$ cat config.mk
export PLATFORM = sky130hd
export DESIGN_NAME = iter_div_unit
export DESIGN_NICKNAME = d
export VERILOG_FILES = /design/src/rtl/iter_div_unit.sv
export SDC_FILE = /design/constraint.sdc
export NUM_CORES = 1
export LEC_CHECK = 0
export ABC_AREA = 0
export BUFFER_PORTS_ARGS = -buffer_cell sky130_fd_sc_hd__clkbuf_2
export CAP_MARGIN = 20
export CORE_MARGIN = 2
export CORE_UTILIZATION = 45
export CTS_CLUSTER_DIAMETER = 50
export DETAILED_ROUTE_END_ITERATION = 7
export PLACE_DENSITY_LB_ADDON = 0.15
export SYNTH_ARGS = -nofsm -noshare
export SYNTH_HDL_FRONTEND = slang
export SYNTH_SLANG_ARGS = --single-unit
$ cat constraint.sdc
create_clock -name clk -period 7.6 [get_ports clk]
set_input_delay 0.76 -clock clk [delete_from_list [all_inputs] [get_ports clk]]
set_output_delay 0.76 -clock clk [all_outputs]
set_load 0.01 [all_outputs]
$ cat src/rtl/iter_div_unit.sv
// Radix-2 restoring divider for DIV/DIVU.
// Returns {remainder, quotient} in HI/LO order after 33 cycles.
module iter_div_unit #(
    parameter int WIDTH = 32
) (
    input  logic               clk,
    input  logic               rst,
    input  logic               flush,
    input  logic [WIDTH-1:0]   opdata1_i,
    input  logic [WIDTH-1:0]   opdata2_i,
    input  logic               start_i,
    input  logic               annul_i,
    input  logic               signed_div_i,
    output logic               ready_o,
    output logic [2*WIDTH-1:0] result_o
);

    localparam int CW = $clog2(WIDTH);

    typedef enum logic [1:0] {
        IDLE = 2'd0,
        ZERO = 2'd1,
        BUSY = 2'd2,
        DONE = 2'd3
    } state_t;

    state_t state, next_state;

    logic [WIDTH-1:0] dvd_raw;
    logic [WIDTH-1:0] dvs;
    logic [WIDTH-1:0] rem;
    logic [WIDTH-1:0] quo;
    logic [CW-1:0]    cnt;
    logic             neg_q;
    logic             neg_r;

    logic             abort;
    logic             accept;
    logic             last;
    logic [WIDTH:0]   rem_sh;
    logic             ge;
    logic [WIDTH-1:0] trial;
    logic [WIDTH-1:0] rem_nxt;
    logic [WIDTH-1:0] quo_nxt;
    logic [WIDTH-1:0] a_mag;
    logic [WIDTH-1:0] b_mag;

    assign abort  = flush | annul_i;
    assign accept = (state == IDLE) && start_i && !abort;
    assign last   = (cnt == CW'(WIDTH - 1));

    // One restoring step; the remainder always fits WIDTH bits afterwards.
    assign rem_sh  = {rem, quo[WIDTH-1]};
    assign ge      = (rem_sh >= {1'b0, dvs});
    assign trial   = rem_sh[WIDTH-1:0] - dvs;
    assign rem_nxt = ge ? trial : rem_sh[WIDTH-1:0];
    assign quo_nxt = {quo[WIDTH-2:0], ge};

    assign a_mag = (signed_div_i && opdata1_i[WIDTH-1]) ? -opdata1_i : opdata1_i;
    assign b_mag = (signed_div_i && opdata2_i[WIDTH-1]) ? -opdata2_i : opdata2_i;

    always_ff @(posedge clk or posedge rst) begin
        if (rst) begin
            state <= IDLE;
        end else begin
            state <= next_state;
        end
    end

    always_comb begin
        next_state = state;
        unique case (state)
            IDLE: begin
                if (accept) begin
                    next_state = (opdata2_i == '0) ? ZERO : BUSY;
                end
            end
            ZERO:    next_state = abort ? IDLE : DONE;
            BUSY: begin
                if (abort) begin
                    next_state = IDLE;
                end else if (last) begin
                    next_state = DONE;
                end
            end
            DONE:    next_state = IDLE;
            default: next_state = IDLE;
        endcase
    end

    always_comb begin
        ready_o = (state == DONE);
    end

    always_ff @(posedge clk or posedge rst) begin
        if (rst) begin
            dvd_raw  <= '0;
            dvs      <= '0;
            rem      <= '0;
            quo      <= '0;
            cnt      <= '0;
            neg_q    <= 1'b0;
            neg_r    <= 1'b0;
            result_o <= '0;
        end else begin
            unique case (state)
                IDLE: begin
                    if (accept) begin
                        dvd_raw <= opdata1_i;
                        dvs     <= b_mag;
                        quo     <= a_mag;
                        rem     <= '0;
                        cnt     <= '0;
                        neg_q   <= signed_div_i &
                                   (opdata1_i[WIDTH-1] ^ opdata2_i[WIDTH-1]);
                        neg_r   <= signed_div_i & opdata1_i[WIDTH-1];
                    end
                end
                ZERO: begin
                    if (!abort) begin
                        result_o <= {dvd_raw, {WIDTH{1'b1}}};
                    end
                end
                BUSY: begin
                    if (!abort) begin
                        rem <= rem_nxt;
                        quo <= quo_nxt;
                        cnt <= cnt + 1'b1;
                        if (last) begin
                            result_o <= {neg_r ? -rem_nxt : rem_nxt,
                                         neg_q ? -quo_nxt : quo_nxt};
                        end
                    end
                end
                default: ;
            endcase
        end
    end

endmodule

---- After elaboration in Yosys (flattened, before gate mapping) ----
Cells that the tools add are included.
operators by class
  add/sub/neg operators ................... 6
  $lt $le $gt $ge ......................... 1
  equality and inequality tests ........... 9
  muxes and demuxes ....................... 24
  bitwise operators ....................... 4
  reductions and logical operators ........ 13
operators with widths
  operator                                             count
  2-to-1 mux 32 bit                                    9
  2-to-1 mux 64 bit                                    3
  negation 32 bit                                      4
  case mux 32 bit (2 select lines)                     2
  case mux 64 bit (2 select lines)                     1
  greater-or-equal comparator 33 x 32 -> 1 bit         1
  zero test 32 bit                                     1
  subtractor 32 bit                                    1
  2-to-1 mux 2 bit                                     5
  2-to-1 mux 5 bit                                     2
  case mux 5 bit (2 select lines)                      1
  != test 2 bit, second input constant                 4
  case mux 2 bit (4 select lines)                      1
  adder 5 x 1 -> 5 bit, second input constant          1
  equality test 5 bit, second input constant           1
  equality test 2 bit, second input constant           2
  logical AND 1 bit                                    4
  AND reduction 2 bit                                  2
  AND reduction 4 bit                                  1
  nonzero test 2 bit                                   2
  != test 3 bit, second input constant                 1
  AND reduction 3 bit                                  1
  AND 1 bit                                            2
  equality test 2 x 1 -> 1 bit, second input constant  1
  other kinds (4)                                      4
storage, ports and cells
  register bits ........................... 201
  output and inout bits ................... 65
  word-level logic and storage cells ...... 66

---- Depth between registers and ports, before layout ----
Gate-level depths: netlist (run 1).
  word-level depth ........................ 7
  gate-level depth with buffers ........... 23

---- Worst setup path after synthesis (run 1) ----
No wires, ideal clock.
  path kind ............................... register to register
  start point ............................. register rem[0]
  end point ............................... register result_o[60]
  data arrival time ....................... 4.783 ns
  data required time ...................... 7.478 ns
  path slack .............................. 2.695 ns
  cell stages (with the launch flop) ...... 21
  buffers on the path ..................... 4
  period minus slack after synthesis ...... 4.905 ns
  cell sequence ........................... dfrtp_1 ha_1 nor2b_2 o2111ai_2 a2111oi_4 o31ai_4 nand2_4 buf_6 buf_2 buf_2 buf_2 mux2i_1 ha_1 inv_1 nor4_1 or3b_1 o31ai_4 a21oi_1 o41ai_2 mux2i_1 nand2_1
on the way
  longest elaborated chain between the ends .. 7
RTL lines
  item                                                                               RTL line  source
  start: declaration                                                                 31        logic [WIDTH-1:0] rem;
  start signal: assignment                                                           126       rem <= rem_nxt;
  subtractor 32 bit or greater-or-equal comparator 33 x 32 -> 1 bit (tied branches)  55, 54
  2-to-1 mux 32 bit *                                                                56        assign rem_nxt = ge ? trial : rem_sh[WIDTH-1:0];
  negation 32 bit                                                                    130       result_o <= {neg_r ? -rem_nxt : rem_nxt,
  2-to-1 mux 32 bit *                                                                130
  2-to-1 mux 64 bit *                                                                129       if (last) begin
  2-to-1 mux 64 bit *                                                                125       if (!abort) begin
  case mux 64 bit (2 select lines) *                                                 106       unique case (state)
  end signal: assignment                                                             121       result_o <= {dvd_raw, {WIDTH{1'b1}}};
  end signal: assignment                                                             130
  end: declaration                                                                   15        output logic [2*WIDTH-1:0] result_o
Every way passes the cells marked *; elsewhere a longest branch is shown, timed or not. The select of a mux whose other input is x is not followed.
A chain may end at the register's enable or synchronous reset.

---- Worst setup path after layout (run 1) ----
  start point ............................. register rem[3]
  end point ............................... register result_o[60]
The elaborated chain is that of the path after synthesis.

==> results of run 1 <==
## layout by cell type, fill, tap and decap left out, drive strengths merged, types with 30 or more instances in the layout
cell / synthesis / layout
dfrtp: 201 / 201
inv: 60 / 65
ha: 42 / 42
a21oi: 149 / 149
o21ai: 194 / 194
nand2: 299 / 299
xnor2: 47 / 47
clkbuf: 63 / 172
xor2: 84 / 84
mux2i: 44 / 44
nor2: 137 / 137
o31ai: 30 / 30
## worst register-to-register path: stages, from the launching register on
cell and delay (ns):
dfrtp_1 0.43, ha_1 0.53, o2111ai_2 0.29, a2111oi_4 0.58, o31ai_4 0.14, nand2_4 0.53
mux2i_1 0.36, ha_1 0.24, inv_1 0.08, nor4_1 0.28, or3b_1 0.44, o31ai_4 0.35
a21oi_1 0.18, o41ai_2 0.40, mux2i_1 0.23, nand2_1 0.06
## cell usage after synthesis (all sizes together), types with 3 or more instances
master,n,share of area (%)
nand2,299,8.4
dfrtp,201,37
o21ai,194,7.2
a21oi,149,5.7
nor2,137,3.8
xor2,84,5.4
clkbuf,63,1.8
inv,60,1.7
xnor2,47,3.0
mux2i,44,3.3
ha,42,3.9
o31ai,30,1.9
nor3,27,1.0
buf,25,0.92
nand3,21,0.78
o41ai,19,1.6
nor4,17,0.78
and3,15,0.69
and2,14,0.65
or3,14,0.68
or4,14,0.80
a31oi,12,0.60
nand4,12,0.60
a21o,9,0.55
o21a,9,0.50
o211ai,8,0.52
a211oi,7,0.42
nand2b,7,0.32
a22o,6,0.39
nor2b,6,0.30
nor3b,5,0.35
and4,4,0.26
nand3b,4,0.22
o2111ai,4,0.30
o21bai,4,0.22
o22ai,4,0.18
or2,4,0.18
a211o,3,0.19
a21boi,3,0.17
a311oi,3,0.19
mux2,3,0.25
nand4b,3,0.19
o31a,3,0.19
or3b,3,0.19
## layer usage
metal | GRT usage [%] | vias up
met5 | 0 | -
met3 | 3.58 | 69
met1 | 38.3 | 5903
met4 | 6.97 | 0
li1 | - | 6044
met2 | 39.2 | 371
## flip-flops by register name (all words and copies together), names as in the netlist
signal    cells
dvd_raw      32
rem          32
result_o     64
state         2
neg_q         1
neg_r         1
quo          32
dvs          32
cnt           5
## layout make-up
type,count,share of cell area (%)
flip-flops and latches,201,32.4
well taps,390,3.14
repair buffers,147,5.20
clock buffers,38,5.28
inverters,61,1.54
multi-input cells,1314,51.3
clock inverters,14,1.21
## logic make-up (layout without fill, tap and decap cells)
group,after synthesis,after routing,synth area share (%)
simple gates,612,612,20.6
fa+ha+maj,43,43,4.03
xor+xnor,131,131,8.47
flops,201,201,37.1
buf+inv,149,260,4.39
mux,47,47,3.53
compound gates,481,481,21.8
## stage by stage
stage	hold WS, ns	cell area, µm²	cells	utilization (%)	setup slack, ns
2_1_floorplan	0.438	13600	1664	-	1.36
3_5_place_dp	0.461	14500	2111	48.8	2.45
6_report	0.356	15500	2165	52.4	2.38
3_3_place_gp	0.455	14500	2111	48.8	2.58
5_1_grt	0.439	15500	2165	52.4	2.05
4_1_cts	0.416	15500	2163	52.2	2.44
## worst paths after layout
path,slack (ns),to,startpoint
min reg2reg,0.47,dvd_raw[26],dvd_raw[26]
max in group asynchronous,6.11,cnt[1],rst
max,2.38,result_o[60],rem[3]
min in group clk,0.45,dvd_raw[15],opdata1_i[15]
max reg2reg,2.38,result_o[60],rem[3]
min,0.36,dvd_raw[4],rst
==> summary.md, run 1 <==
| Metric | Value |
|---|---|
| Outcome | complete, no violations |
| Hold crit path type | input port to asynchronous set/reset pin |
| WL/cell | 18.5 µm |
| CP Launch Type | register |
| Max Cap Violations | 0 |
| Worst slew margin | 31.8% |
| Clock transition at path regs | 0.06 ns |
| CP Data Required Time | 8.05 ns |
| Arrival time worst endpoint | 5.68 ns |
| Core Footprint | 29,600 µm² |
| Clk_skew | 0.0139 ns |
| Slowest-stage cell, CP | a2111oi_4 |
| RSZ-0062 raised after global routing | false |
| Post-Route M1 WL | 19,000 µm |
| Syn_nets | 1,777 |
| Clock buffer depth | 3 |
| CP top delay family | compound AO/OA/AOI/OAI gates |
| Post-CTS setup buffers | 0 |
| Critical path depth in cells | 15 |
| # clock sinks | 201 |
| CP Capture Type | register |
| Setup violations, final | 0 |
| Io pins | 135 |
| Wire length on met3 | 2360 µm |
| Post-Syn Instances | 1,664 |
| CP max stage delay | 0.58 ns |
| NumNets Final | 1,867 |
| GRT Overall Usage | 25.8% |
| Post-synthesis register bit count | 201 |
| Crit share post-route | 68.7% |
| Hold Vio Cnt, Final | 0 |
| Area taken by multi-input logic gates | 7960 µm² |
| Crit path max fanout | 48 |
| Crit path buf inv count | 1 |
| Crit-path cells | ha_1, o2111ai_2, a2111oi_4, o31ai_4, nand2_4, mux2i_1, ha_1, inv_1, nor4_1, or3b_1, o31ai_4, a21oi_1, o41ai_2, mux2i_1, nand2_1 |
| Sequential cell area | 5030 µm² |
| Drt first pass iters | 7 |
| Max layer used | met4 |
| Buffers on Ports | 134 |
| Num rows | 63 |
| Setup TNS | 0 ns |
| Die area | 31,500 µm² |
| Area grow syn2layout | 14.6% |
| Number of flops mapped to enable cells by yosys | 0 |
| Diodes inserted | 0 |
| Clk Latency, worst-skew pair | 0.57 ns |
| CTS root buf | clkbuf_16 |
| Post-route minimum period | 5.22 ns |
| Dominant register cell in the synthesized netlist | dfrtp_1 |
| DRC violations left | 0 |
| Largest net degree at the start of global routing | 120 |
| Kind of critical path | register to register |
| Initial antenna violation count | 1 |
| Measured slew at the worst slew-check pin | 1.02 ns |
| Synth Area per Inst | 8.14 µm² |
| CTS Hold Buffers Added | 0 |
| Via density per instance | 5.72 |
| Initial Util | 45.7% |
| Global-route wire length before repair | 64,500 µm |
| Yosys cell types | 88 |
| Register area share after synthesis | 37.1% |
| Vias in the first global route | 11,700 |
| Ys async rst share | 100% |
| Grt total ovfl | 0 |
| H-tree depth | 1 |
| Antenna-violating nets left | 0 |
| Max Clk Rate | 191 MHz |
| Die width | 178 µm |
| Layout fillers | 2,925 |
| DR iter-0 viols | 924 |
| Share of cells above drive strength 1 | 13.4% |
| Final Max Tran Viols | 0 |
| DIE HEIGHT | 178 µm |
| Final WL | 40,100 µm |
| CTS tree | done |
| Vias | 12,400 |
| Synthesized area | 13,600 µm² |
| Reg2reg path depth | 15 |
| Post-cts repair resize count | 0 |
| DP Wirelength | 29,800 µm |
| Num CTS Buffers | 29 |
| Met2 wire length | 17,700 µm |
| GP Congestion | 0.934 |
| YS warnings | 0 |
Power of run 1 is left out: the tool's default activity adds up to more than one toggle a clock period on the data nets, which glitch-free logic cannot reach.
==> inputs of run 2 (changes only) <==
==> constraint.sdc (replaced) <==
create_clock -name clk -period 5.5 [get_ports clk]
set_input_delay 0.55 -clock clk [delete_from_list [all_inputs] [get_ports clk]]
set_output_delay 0.55 -clock clk [all_outputs]
set_load 0.01 [all_outputs]
==> run 2 against run 1 <==
Compared with the run above:
- first-iteration DRC count up 21%
- clock skew is 0.0031 ns lower
- utilization about the same
==> summary.md, run 2 (synthesized netlist as in run 1, its figures left out) <==
| Metric | Value |
|---|---|
| Measured slew at the worst slew-check pin | 0.986 ns (was 1.02 ns) |
| CP Data Required Time | 5.94 ns (was 8.05 ns) |
| Met2 GRT Util | 39.4% (was 39.2%) |
| GRT busiest layer | met2 (unchanged) |
| Largest register by flop count | result_o (unchanged) |
| Outcome | complete, no violations (unchanged) |
| Num rows | 63 (unchanged) |
| Slowest-stage cell, CP | nor4_1 (was a2111oi_4) |
| Buffers on Ports | 134 (unchanged) |
| Crit path max fanout | 23 (was 48) |
| CP Launch Type | register (unchanged) |
| CP Capture Type | register (unchanged) |
| Share of cells above drive strength 1 | 13.6% (was 13.4%) |
| Antenna-violating nets left | 0 (unchanged) |
| Crit share post-route | 90.4% (was 68.7%) |
| CTS tree | done (unchanged) |
| Met1 GRT Util | 39.1% (was 38.3%) |
| RSZ-0062 raised after global routing | false (unchanged) |
| Sequential cell area | 5030 µm² (unchanged) |
| CTS root buf | clkbuf_16 (unchanged) |
| Area grow syn2layout | 14.5% (was 14.6%) |
| Drt first pass iters | 5 (was 7) |
| Leading cell type in the layout, fill and taps excluded | nand2_1 (unchanged) |
| Worst slew margin | 34.3% (was 31.8%) |
| Num CTS Buffers | 29 (unchanged) |
| Hold Vio Cnt, Final | 0 (unchanged) |
| DP Wirelength | 30,000 µm (was 29,800 µm) |
| Clock buffer depth | 3 (unchanged) |
| Clock transition at path regs | 0.06 ns (about the same) |
| Commonest non-fill, non-tap cells in the layout | nand2_1 (296), dfrtp_1 (201), o21ai_0 (185) (unchanged) |
| Vias | 12,400 (about the same) |
| CP max stage delay | 0.54 ns (was 0.58 ns) |
| Clk_skew | 0.0108 ns (was 0.0139 ns) |
| Die area | 31,500 µm² (unchanged) |
| Clk Latency, worst-skew pair | 0.56 ns (was 0.57 ns) |
| Largest net degree at the start of global routing | 102 (was 120) |
| GRT Overall Usage | 25.9% (was 25.8%) |
| Layout fillers | 2,941 (was 2,925) |
| DIE HEIGHT | 178 µm (unchanged) |
| Arrival time worst endpoint | 5.42 ns (was 5.68 ns) |
| Global-route wire length before repair | 65,100 µm (was 64,500 µm) |
| Post-route minimum period | 4.97 ns (was 5.22 ns) |
| Die width | 178 µm (unchanged) |
| Post-CTS setup buffers | 0 (unchanged) |
| R2r setup slk | 0.53 ns (was 2.38 ns) |
| GP Congestion | 0.914 (was 0.934) |
| NumNets Final | 1,869 (was 1,867) |
| Hold crit path type | input port to asynchronous set/reset pin (unchanged) |
| Final Max Tran Viols | 0 (unchanged) |
| Final WL | 40,100 µm (about the same) |
| Setup TNS | 0 ns (unchanged) |
| GR Layer Usage met3 | 2.91% (was 3.58%) |
| Max Clk Rate | 201 MHz (was 191 MHz) |
| Max Cap Violations | 0 (unchanged) |
| H-tree depth | 1 (unchanged) |
| DRC violations left | 0 (unchanged) |
| Area taken by multi-input logic gates | 7960 µm² (unchanged) |
| Setup violations, final | 0 (unchanged) |
| Crit path buf inv count | 1 (unchanged) |
| Post-cts repair resize count | 0 (unchanged) |
| CTS Hold Buffers Added | 0 (unchanged) |
| Io pins | 135 (unchanged) |
| Core Footprint | 29,600 µm² (unchanged) |
| Initial Util | 45.7% (unchanged) |
| CP top delay family | simple AND/OR/NAND/NOR gates (was compound AO/OA/AOI/OAI gates) |
| Initial antenna violation count | 1 (unchanged) |
| Crit-path cells | ha_1, nand2_1, nor4_1, a31oi_1, o21a_1, nand2_4, mux2i_1, ha_1, inv_1, nor4_1, or3b_1, o31ai_4, a21oi_1, o41ai_2, mux2i_1, nand2_1 (was ha_1, o2111ai_2, a2111oi_4, o31ai_4, nand2_4, mux2i_1, ha_1, inv_1, nor4_1, or3b_1, o31ai_4, a21oi_1, o41ai_2, mux2i_1, nand2_1) |
| DR iter-0 viols | 1,122 (was 924) |
| WL/cell | 18.5 µm (about the same) |
| Vias in the first global route | 11,900 (was 11,700) |
| Grt total ovfl | 0 (unchanged) |
| Via density per instance | 5.72 (about the same) |
| Max reg flops | 64 (unchanged) |
| # clock sinks | 201 (unchanged) |
| Kind of critical path | register to register (unchanged) |
==> run 2: per-stage QoR <==
stage	cell area, µm²	hold slack, ns	std cells	setup WS, ns	utilization, %
3_5_place_dp	14500	0.460	2114	0.626	48.9
2_1_floorplan	13600	0.438	1664	0.595	-
3_3_place_gp	14500	0.455	2114	0.727	48.9
6_report	15500	0.0237	2170	0.526	52.4
5_1_grt	15500	0.0619	2169	0.183	52.4
4_1_cts	15500	0.0229	2168	0.574	52.3
==> run 2: path summary, 6_finish.rpt <==
path	cells after the start	to	from
max	16	result_o[60]	rem[12]
min	2	quo[5]	rst
max reg2reg	16	result_o[60]	rem[12]
min reg2reg	2	dvd_raw[27]	dvd_raw[27]
max in group asynchronous	3	rem[16]	rst
min in group clk	3	dvd_raw[21]	opdata1_i[21]
==> run 2: cell type report <==
type | count | area share [%]
multi-input cells | 1314 | 51.3
flip-flops and latches | 201 | 32.4
clock buffers | 37 | 5.19
repair buffers | 149 | 5.13
well taps | 390 | 3.14
inverters | 61 | 1.52
clock inverters | 17 | 1.31
diodes | 1 | 0.0161
==> run 2: worst register-to-register path, cell delays in order (launching register included) <==
cell     delay (ns)
dfrtp_1        0.45
ha_1           0.44
nand2_1        0.18
nor4_1         0.54
a31oi_1        0.17
o21a_1         0.18
nand2_4        0.31
mux2i_1        0.33
ha_1           0.24
inv_1          0.08
nor4_1         0.24
or3b_1         0.44
o31ai_4        0.34
a21oi_1        0.18
o41ai_2        0.42
mux2i_1        0.25
nand2_1        0.07
==> run 2: per-layer routing <==
metal  vias up  share of wire [%]
met5         -                  0
met4         0                2.0
met3        53                5.5
met2       367                 44
met1      5956                 48
li1       6042                  -
Power of run 2 is left out for the same reason.
